`config.mk`:
```
export PLATFORM = sky130hd
export DESIGN_NAME = nibble_serial_addsub_32
export DESIGN_NICKNAME = d
export VERILOG_FILES = /design/src/rtl/nibble_serial_addsub_32.sv
export SDC_FILE = /design/constraint.sdc
export NUM_CORES = 1
export LEC_CHECK = 0
export ABC_AREA = 1
export CAP_MARGIN = 10
export CORE_ASPECT_RATIO = 1.5
export CORE_MARGIN = 2
export CORE_UTILIZATION = 47
export CTS_BUF_LIST = sky130_fd_sc_hd__clkbuf_4
export CTS_CLUSTER_SIZE = 25
export DETAILED_ROUTE_END_ITERATION = 7
export PLACE_DENSITY = 0.79
export SLEW_MARGIN = 20
export SYNTH_ARGS = -nofsm -noshare
export SYNTH_HDL_FRONTEND = slang
export SYNTH_SLANG_ARGS = --single-unit
```
`constraint.sdc`:
```
create_clock -name clk -period 2.3 [get_ports clk]
set_input_delay 0.69 -clock clk [delete_from_list [all_inputs] [get_ports clk]]
set_output_delay 0.69 -clock clk [all_outputs]
set_load 0.01 [all_outputs]
```
`src/rtl/nibble_serial_addsub_32.sv`:
```
// Nibble-serial WIDTH-bit adder/subtractor: one 4-bit slice per clock, LSB nibble first.
// Optional V/Z flags are built only when OVF_FLAGS_EN is defined; otherwise both are tied to 0.
module nibble_serial_addsub_32 #(
    parameter int unsigned WIDTH = 32
) (
    input  logic             clk,
    input  logic             rst,
    input  logic             start,
    input  logic [WIDTH-1:0] A,
    input  logic [WIDTH-1:0] B,
    input  logic             Sub,
    output logic             busy,
    output logic             done,
    output logic [WIDTH-1:0] S,
    output logic             Cout,
    output logic             V,
    output logic             Z
);
    localparam int unsigned NIB  = WIDTH / 4;
    localparam int unsigned CNTW = $clog2(NIB);

    typedef enum logic [1:0] {StIdle, StRun, StDone} state_e;

    state_e           state_q;
    logic [WIDTH-1:0] a_q;
    logic [WIDTH-1:0] bx_q;
    logic [WIDTH-1:0] s_q;
    logic             carry_q;
    logic             cout_q;
    logic [CNTW-1:0]  cnt_q;

    logic [CNTW+1:0]  base;
    logic [4:0]       slice_sum;
    logic [WIDTH-1:0] s_upd;
    logic             last;
    logic             accept;

    always_comb begin
        base      = {cnt_q, 2'b00};
        slice_sum = 5'(a_q[base +: 4]) + 5'(bx_q[base +: 4]) + 5'(carry_q);
        s_upd     = s_q;
        s_upd[base +: 4] = slice_sum[3:0];
        last      = (cnt_q == CNTW'(NIB - 1));
        accept    = start && ((state_q == StIdle) || (state_q == StDone));
    end

    always_ff @(posedge clk) begin
        if (rst) begin
            state_q <= StIdle;
            a_q     <= '0;
            bx_q    <= '0;
            s_q     <= '0;
            carry_q <= 1'b0;
            cout_q  <= 1'b0;
            cnt_q   <= '0;
        end else begin
            case (state_q)
                StIdle, StDone: begin
                    if (start) begin
                        // Subtract is A + ~B + 1; the +1 rides in as the first slice carry.
                        a_q     <= A;
                        bx_q    <= Sub ? ~B : B;
                        carry_q <= Sub;
                        cnt_q   <= '0;
                        s_q     <= '0;
                        cout_q  <= 1'b0;
                        state_q <= StRun;
                    end else begin
                        state_q <= StIdle;
                    end
                end
                StRun: begin
                    s_q     <= s_upd;
                    carry_q <= slice_sum[4];
                    if (last) begin
                        cout_q  <= slice_sum[4];
                        state_q <= StDone;
                    end else begin
                        cnt_q <= cnt_q + 1'b1;
                    end
                end
                default: state_q <= StIdle;
            endcase
        end
    end

    assign busy = (state_q == StRun);
    assign done = (state_q == StDone);
    assign S    = s_q;
    assign Cout = cout_q;

`ifdef OVF_FLAGS_EN
    logic v_q;
    logic z_q;

    always_ff @(posedge clk) begin
        if (rst) begin
            v_q <= 1'b0;
            z_q <= 1'b0;
        end else if (accept) begin
            v_q <= 1'b0;
            z_q <= 1'b0;
        end else if ((state_q == StRun) && last) begin
            // slice_sum[3] is the final result MSB on the last slice.
            v_q <= (a_q[WIDTH-1] == bx_q[WIDTH-1]) && (slice_sum[3] != a_q[WIDTH-1]);
            z_q <= (s_upd == '0);
        end
    end

    assign V = v_q;
    assign Z = z_q;
`else
    assign V = 1'b0;
    assign Z = 1'b0;
`endif

endmodule

```
==> run_results.csv <==
group,metric,value,unit
timing,timing.hold.ws,0.486,ns
routing,vias,4646,
yosys,avgSynthCellArea,7.39,um^2
setup_path,path_max_fanout,8,
timing,fin_skew,0.0265,ns
clock_network,clock-sinks,103,
power_and_ir_drop,p_per_area,642,nW/um^2
setup_path,slowest_delay,0.42,ns
clock_network,path_clk_slew,0.16,ns
setup_path,slowest_stage,"dfxtp_4",
yosys,synth.distinct_cells,26,
yosys,synth-seq-area-share,42.9,%
final_layout,final_nets,833,
grt,grt_pass1_wl,20500,um
clock_network,cts_buffer_depth,2,
yosys,yosys.area.top_type_share,42.9,%
timing,setup_viol,3,
outcome,status,"finished with violations",
setup_path,crit_path_cell_trace,"inv_6 -> buf_12 -> a21oi_2 -> o21ai_1 -> nand3_1 -> o21a_1 -> fa_2 -> inv_2 -> fa_2 -> xnor2_2 -> buf_6 -> nand2_1 -> a21oi_1",
clock_network,cts_tree,"done",
clock_network,htreeDepth,3,
grt,track_usage,23.3,%
place,dp_hpwl,9610,um
outcome,violations,"setup timing",
setup_path,startpoint_type,"flop",
floorplan,rows,45,
routing,first_iter_violations,207,
worst_hold_path,worstHoldPathCells,2,
flow_run,maxCapViolations,0,
power_and_ir_drop,irDropWorstVdd,0.315,mV
clock_network,clk_latency,0.46,ns
yosys,yosys.area_share.simple,18.9,%
yosys,synth_cells,651,
clock_network,cts_buffers,9,
setup_path,cp_data_arrival_time,2.76,ns
routing,wl_per_cell,14.5,um
yosys,synthAdderAreaFrac,2.65,%
yosys,synth_area_leaders,"dfxtp_1 43%, o21ai_0 11%, a21oi_1 8.8%, nor2_1 7.4%, xnor2_1 6.0%",
yosys,synth_xor_area_share,6.01,%
worst_hold_path,hold_class,"reg -> reg",
floorplan,die_area,11100,um^2
clock_network,cts-root-buf,"clkbuf_4",
place,post_dp_cell_area,6100,um^2
timing,period_share,102,%
place,placed_cells,860,
grt,grt_max_degree,69,
floorplan,ios,105,
final_layout,final_design_area_no_fill,6350,um^2
setup_path,endpoint_kind,"flop",
final_layout,final_cells,877,
floorplan,design.core.area,10000,um^2
yosys,ys_ff_latch,103,
routing,totalWireLength,12800,um
routing,drc_errors,0,
place,gp_congestion,0.860,
timing,setup_tns,-0.0593,ns
final_layout,nFillCells,898,
routing,first_pass_iters,4,
final_layout,diodes,0,
yosys,syn-cell-area,4810,um^2
setup_path,worstSetupPathType,"reg -> reg",
final_layout,area_growth,32.0,%
routing,via_per_inst,5.30,
grt,antenna_found_initial,0,
timing,hold_viol,0,
timing,drv_slew,0,
setup_path,r2r_cells,13,
final_layout,drive_gt1_share,12.5,%
yosys,synth-compound-area-share,21.5,%
routing,postRouteAntennaNets,0,
power_and_ir_drop,p_leak,0.00245,uW
yosys,synth_top_family_by_area,"compound AO/OA/AOI/OAI gates",
timing,setup_ws,-0.0555,ns
place,io_buffer_count,102,
yosys,synthMuxAreaShare,0,%
clock_network,holdBufCountCts,0,
setup_path,cp_common_cell,"fa_2",
grt,gr-total-overflow,0,
grt,grt_pass1_vias,4421,
timing,period_minus_slack,2.36,ns
setup_path,cp.required,2.70,ns
place,place_ws,-0.125,ns
floorplan,initial_core_util,48.0,%
timing,max_freq,425,MHz
floorplan,die_h,128,um
yosys,ys_warn_count,0,
timing,rsz0062_at_grt,"true",
yosys,yosysTopAreaCell,"dfxtp_1",
floorplan,fp.dieW,86.6,um
final_layout,most-common-layout-cells,"100 x dfxtp_1, 100 x clkdlybuf4s50_1, 95 x nor2_1",
[flip-flops by register name, summed over array words and instances, names as in the netlist]
name	flops
state_q	2
carry_q	1
Cout	1
a_q	32
S	32
bx_q	32
cnt_q	3
[cell families after synthesis]
logic type,after synthesis
compound gates,202
simple gates,216
other cells,1
fa+ha+maj,9
buf+inv,87
xor+xnor,33
flops,103
[critical path, delay by kind of cell (launching register included)]
kind	cells	cell delay, ns
buf+inv	4	0.41
flops	1	0.42
simple gates	2	0.14
fa+ha+maj	2	0.63
compound gates	4	0.54
xor+xnor	1	0.17
[per-stage QoR]
| stage | util (%) | total power [uW] |
|---|---|---|
| after detailed placement | 60.8 | 3080 |
| after CTS | 62.4 | 4020 |
| after floorplan | - | 2640 |
| after global routing | 63.3 | 4260 |
| final | 63.3 | 4070 |
| after global placement | 60.8 | 3070 |
[cell type report]
type                            instances  area [um^2]  area share, %
Timing Repair Buffer                  139         1390           21.8
Sequential cell                       103         2070           32.6
Clock inverter                          5         57.6          0.907
Clock buffer                           10         75.1           1.18
Tap cell                              117          146           2.31
Inverter                               41          161           2.54
Multi-Input combinational cell        462         2450           38.6
[what timing repair did]
action,4_1_cts,5_1_grt
resized for setup,12,40
setup endpoints to repair,27,27
pin swaps,0,11
setup buffers,0,2
[path summary, 6_finish.rpt]
path / from / endpoint / slack [ns]
worst max-delay path: cnt_q[0] / S[14] / -0.06
worst min-delay path: S[22] / S[22] / 0.49
worst max register to register: cnt_q[0] / S[14] / -0.06
worst min register to register: S[22] / S[22] / 0.49
[cells in the mapped netlist, drive strengths merged]
master and instances:
o21ai 105, dfxtp 103, nor2 102, a21oi 85
nand2 69, inv 41, nand3 41, xnor2 33
clkbuf 24, buf 22, ha 7, o21a 5
o22ai 4, fa 2, nand4 2, nor3 2
o21bai 2, a211oi 1, conb 1
[power breakdown]
| part | internal (uW) | total (uW) | switching (uW) |
|---|---|---|---|
| logic | 512 | 1180 | 667 |
| registers | 1900 | 1970 | 72.3 |
| clock network | 339 | 922 | 583 |
| total | 2750 | 4070 | 1320 |
[layer usage]
metal | share of wire [%] | vias up | global-route usage, % | wire, um
li1 | - | 2355 | - | -
met1 | 39 | 2113 | 25.7 | 4960
met2 | 53 | 142 | 42.2 | 6810
met3 | 3.4 | 36 | 3.41 | 435
met4 | 4.3 | 0 | 12.6 | 549
met5 | 0 | - | 0 | 0
No activity file was read; power rests on OpenSTA's default activity.
